$ cat src/rtl/seg7_pkg.sv
// seg7_pkg: shared constants, types and sizing helpers for the 7-segment scanner.
package seg7_pkg;
    localparam logic DEF_ANODE_ACT_LO = 1'b1;
    localparam int   MAX_DIGITS       = 8;
    typedef logic [3:0] nibble_t;
    function automatic int cnt_w(input int prescale);
        return $clog2(prescale);
    endfunction
endpackage

$ cat src/rtl/seg7_tick_div.sv
// seg7_tick_div: slot prescaler counting 0..PRESCALE-1 with a last-cycle tick.
module seg7_tick_div
    import seg7_pkg::*;
#(
    parameter int PRESCALE = 50000,
    parameter int CW       = cnt_w(PRESCALE)
) (
    input  logic          i_clk,
    input  logic          i_rst,
    output logic [CW-1:0] ov_count,
    output logic          o_tick
);
    assign o_tick = ov_count == CW'(PRESCALE - 1);

    always_ff @(posedge i_clk or posedge i_rst)
        if (i_rst) ov_count <= '0;
        else       ov_count <= o_tick ? '0 : ov_count + 1'b1;
endmodule

$ cat src/rtl/seg7_scan_mux.sv
// seg7_scan_mux: multiplexed common-anode 7-segment scanner with tear-free loads and leading-zero blanking.
module seg7_scan_mux
    import seg7_pkg::*;
#(
    parameter int   DIGITS       = 4,
    parameter int   PRESCALE     = 50000,
    parameter int   BLANK_CYCLES = 500,
    parameter logic ANODE_ACT_LO = DEF_ANODE_ACT_LO
) (
    input  logic                i_clk,
    input  logic                i_rst,
    input  logic [4*DIGITS-1:0] iv_value,
    input  logic                i_load,
    input  logic                i_lz_en,
    output logic [3:0]          ov_nibble,
    output logic [DIGITS-1:0]   ov_anode,
    output logic                o_frame
);
    localparam int CW = cnt_w(PRESCALE);
    localparam int IW = DIGITS > 1 ? $clog2(DIGITS) : 1;

    logic [CW-1:0]              count, count_d1;
    logic [IW-1:0]              idx, idx_d1;
    logic                       tick, boundary, lz_q, supp_d1, zero_run;
    nibble_t [DIGITS-1:0]       shadow, display;
    logic [DIGITS-1:0]          lead_zero, supp, anode_on;

    seg7_tick_div #(.PRESCALE(PRESCALE), .CW(CW)) u_div (
        .i_clk    (i_clk),
        .i_rst    (i_rst),
        .ov_count (count),
        .o_tick   (tick)
    );

    assign boundary = tick && idx == IW'(DIGITS - 1);

    // count_d1/idx_d1/supp_d1 describe the slot currently on ov_nibble; the anode is built from them one cycle later
    always_comb begin
        zero_run  = 1'b1;
        lead_zero = '0;
        for (int k = DIGITS - 1; k >= 0; k--) begin
            zero_run     = zero_run && display[k] == 4'h0;
            lead_zero[k] = zero_run;
        end
        supp     = lead_zero & {DIGITS{lz_q}} & ~DIGITS'(1);
        anode_on = (count_d1 >= CW'(BLANK_CYCLES) && !supp_d1) ? DIGITS'(1) << idx_d1 : '0;
    end

    always_ff @(posedge i_clk or posedge i_rst)
        if (i_rst) begin
            idx       <= '0;
            idx_d1    <= '0;
            count_d1  <= '0;
            lz_q      <= 1'b0;
            supp_d1   <= 1'b0;
            shadow    <= '0;
            display   <= '0;
            o_frame   <= 1'b0;
            ov_nibble <= '0;
            ov_anode  <= {DIGITS{ANODE_ACT_LO}};
        end else begin
            if (tick) idx <= boundary ? '0 : idx + 1'b1;
            if (tick) lz_q <= i_lz_en;
            if (i_load) shadow <= iv_value;
            if (boundary) display <= i_load ? iv_value : shadow;
            o_frame   <= boundary;
            ov_nibble <= display[idx];
            idx_d1    <= idx;
            count_d1  <= count;
            supp_d1   <= supp[idx];
            ov_anode  <= ANODE_ACT_LO ? ~anode_on : anode_on;
        end
endmodule
$ cat config.mk
export PLATFORM = sky130hd
export DESIGN_NAME = seg7_scan_mux
export DESIGN_NICKNAME = d
export VERILOG_FILES = /design/src/rtl/seg7_pkg.sv /design/src/rtl/seg7_tick_div.sv /design/src/rtl/seg7_scan_mux.sv
export SDC_FILE = /design/constraint.sdc
export NUM_CORES = 1
export LEC_CHECK = 0
export BUFFER_PORTS_ARGS = -buffer_cell sky130_fd_sc_hd__buf_2
export CORE_AREA = 2 2 86 151
export DETAILED_ROUTE_END_ITERATION = 10
export DIE_AREA = 0 0 88 153
export SETUP_SLACK_MARGIN = 0.1
export SLEW_MARGIN = 30
export SYNTH_ARGS = -nofsm -noshare
export SYNTH_HDL_FRONTEND = slang
export SYNTH_SLANG_ARGS = --single-unit
$ cat constraint.sdc
create_clock -name i_clk -period 2.8 [get_ports i_clk]
set_input_delay 0.56 -clock i_clk [delete_from_list [all_inputs] [get_ports i_clk]]
set_output_delay 0.56 -clock i_clk [all_outputs]
set_load 0.02 [all_outputs]
==> results.sh <==
export IMPL_ir_worst_vdd_v=0.0002856
export IMPL_ys_warnings_count=0
export IMPL_post_synth_instance_area_um2=3012
export IMPL_clock_buffer_depth=2
export IMPL_grt_pass1_wl_mm=9.370
export IMPL_fin_nets=258
export IMPL_run_status="finished clean"
export IMPL_grt_pass1_vias=1845
export IMPL_async_flop_share=1.000
export IMPL_antenna_cells_inserted=0
export IMPL_filler_cell_count=1206
export IMPL_met1_usage=0.09496
export IMPL_post_drt_via_cell_ratio=4.130
export IMPL_synth_top_cells_by_area="dfrtp_1 (61%), mux2_2 (9.3%), mux2_4 (4.5%), dfstp_2 (3.5%), mux4_2 (3.0%)"
export IMPL_synth_avg_cell_area_um2=15.06
export IMPL_netlist_top_cell_by_area="dfrtp_1"
export IMPL_global_route_usage_met3=0.03132
export IMPL_post_synth_inst_count=200
export IMPL_first_iter_violations=102
export IMPL_yosys_top_cells_count="dfrtp_1 (73), mux2_2 (25), nor2_1 (14), mux2_4 (9), nand3_1 (9)"
export IMPL_worst_setup_path_category="reg -> reg"
export IMPL_placement_io_buffers=28
export IMPL_core_area_um2=12230
export IMPL_setup_tns_final_ps=0
export IMPL_clock_insertion_delay_worst_skew_ps=340
export IMPL_slew_limit_headroom=0.5570
export IMPL_pin_count=29
export IMPL_worst_clock_skew_ps=4.824
export IMPL_most_heavily_used_metal_layer_in_global_routing="met2"
export IMPL_synth_sequential_area_ratio=0.6415
export IMPL_multi_input_combinational_cell_area_um2=1008
export IMPL_register_area_um2=1932
export IMPL_finalHoldViolations=0
export IMPL_grt_usage=0.09367
export IMPL_htree_levels=3
export IMPL_cts_sinks=77
export IMPL_die_y_um=153
export IMPL_synth_top_area_share=0.6066
export IMPL_cap_violations=0
export IMPL_wl_mm=5.588
export IMPL_synth_nets=222
export IMPL_cts_reportedPaths_clkPinSlew_ps=60
export IMPL_worstHoldPathType="in -> async"
export IMPL_start_kind="flip-flop"
export IMPL_vias=1689
export IMPL_detailed_placement_hpwl_mm=3.986
export IMPL_drc_violation_count_after_routing=0
export IMPL_firstDrtPassIters=4
export IMPL_setup_viol=0
export IMPL_finalWorstPathRequiredPeriod_ps=1948
export IMPL_ant_nets=0
export IMPL_worst_endpoint_arrival_ps=2160
export IMPL_initial_utilization=0.2463
export IMPL_cp_required_ps=3010
export IMPL_post_route_cells_drive_above_1_share=0.3859
export IMPL_average_detailed_routed_wire_length_per_instance_um=13.66
export IMPL_synth_seq_cells=77
export IMPL_ys_flop_type="dfrtp_1"
export IMPL_setup_repair_after_global_routing_missed_its_margin="no"
export IMPL_leakage_nw=1.646
export IMPL_timing_critical_path_to_type="flip-flop"
export IMPL_timing_critical_path_fanout_max=17
export IMPL_place_gp_congestion=0.8099
export IMPL_timing_worst_slew_pin_value_ps=663.5
export IMPL_flow_area_growth_from_synthesis_pct=21.65
export IMPL_place_ws_ps=825.7
export IMPL_grt_start_max_net_pins=48
export IMPL_yosysMostFrequentCell="dfrtp_1"
export IMPL_die_w_um=88
export IMPL_ctsResizeCount=0
export IMPL_postLayoutCellArea_um2=3664
export IMPL_maxClockFrequency_ghz=0.5132
export IMPL_die_area_um2=13460
export IMPL_met2_usage=0.1616
export IMPL_clock_tree_root="clkbuf_16"
export IMPL_worst_r2r_setup_slack_ps=850
export IMPL_cts_tree="built"
export IMPL_final_min_period_over_clock_period=0.6959
export IMPL_placementRows=54
export IMPL_cts_setup_buffers=0
export IMPL_cts_made_buffers=9
export IMPL_post_synth_num_cell_types=32
export IMPL_grt_total_ovfl=0
export IMPL_power_per_cell_area_nw_per_um2=669.7
export IMPL_synth_enable_flop_cells=0
export IMPL_cts_hold_repair_buffers=0
export IMPL_drv_slew=0
export IMPL_post_dp_cell_area_um2=3341
export IMPL_initial_antenna_violation_count=0
export IMPL_finalWorstSetupSlack_ps=851.5
layout by cell type, fill, tap and decap left out, types with 3 or more instances in the layout:
cell,instances
mux2_2,25
mux2_4,9
dfstp_2,4
nor3_1,4
mux4_2,4
nor2_1,14
nor4_1,7
dfrtp_1,73
nand3_1,9
xor2_1,6
xnor2_1,8
buf_2,28
clkbuf_16,9
inv_1,3
nand4_1,5
per-layer routing:
layer	share of wire	vias up	routed length, um
li1	-	792	-
met4	0.031	0	175
met1	0.37	852	2059
met2	0.56	34	3117
met3	0.042	11	235
met5	0	-	0
cells by family after synthesis:
kind of cell | synth area share
AND/OR/NAND/NOR | 0.1064
multiplexers | 0.1720
adder cells (fa/ha/maj) | 0.008308
AO/OA/AOI/OAI | 0.007478
buffers and inverters | 0.02368
XOR/XNOR | 0.04072
flip-flops | 0.6415
registers in the layout (all words and copies together) (netlist names):
register and count:
idx 2, o_frame 1, idx_d1 2, display 16, u_div.ov_count 16, lz_q 1, ov_anode 4, supp_d1 1
ov_nibble 4, count_d1 14, shadow 16
report_power, final:
part	leakage [nW]	switching, mW	internal [mW]
Clock	0.152	0.454	0.782
Combinational	0.493	0.0420	0.0337
Sequential	1.00	0.00520	1.14
Total	1.65	0.502	1.95
layout make-up:
class                   count  area share
clock buffers               9     0.06148
clock inverters             7     0.02664
inverters                   4    0.004098
multi-input cells         113      0.2753
flip-flops and latches     77      0.5273
well taps                 168     0.05738
repair buffers             31     0.04781
worst paths after layout:
path                                              start                     end  cells past startpoint
max in group asynchronous                         i_rst   ov_anode[3]$_DFF_PP1_                      3
min                                               i_rst    shadow[11]$_DFF_PP0_                      2
max                                  idx[0]$_DFFE_PP0N_  display[2]$_DFFE_PP0P_                      5
min reg2reg                u_div.ov_count[15]$_DFF_PP0_  count_d1[15]$_DFF_PP0_                      0
max reg2reg                          idx[0]$_DFFE_PP0N_  display[2]$_DFFE_PP0P_                      5
min in group i_clk                              i_lz_en        lz_q$_DFFE_PP0N_                      2
stage by stage:
stage	total power, mW	hold WS [ps]	utilization	std cells
6_report	2.454	318.5	0.2996	409
5_1_grt	2.549	371.7	0.2996	409
4_1_cts	2.484	334.5	0.2996	409
3_5_place_dp	1.241	429.1	0.2732	393
3_3_place_gp	1.238	419.7	0.2732	393
2_1_floorplan	1.209	378.1	-	200
critical path: stages, from the launching register on:
cell     delay, ps
dfrtp_1        570
ha_1           240
and4_1         190
and4_1         190
buf_4          270
mux2_2         380
(Power assumes the default switching activity.)
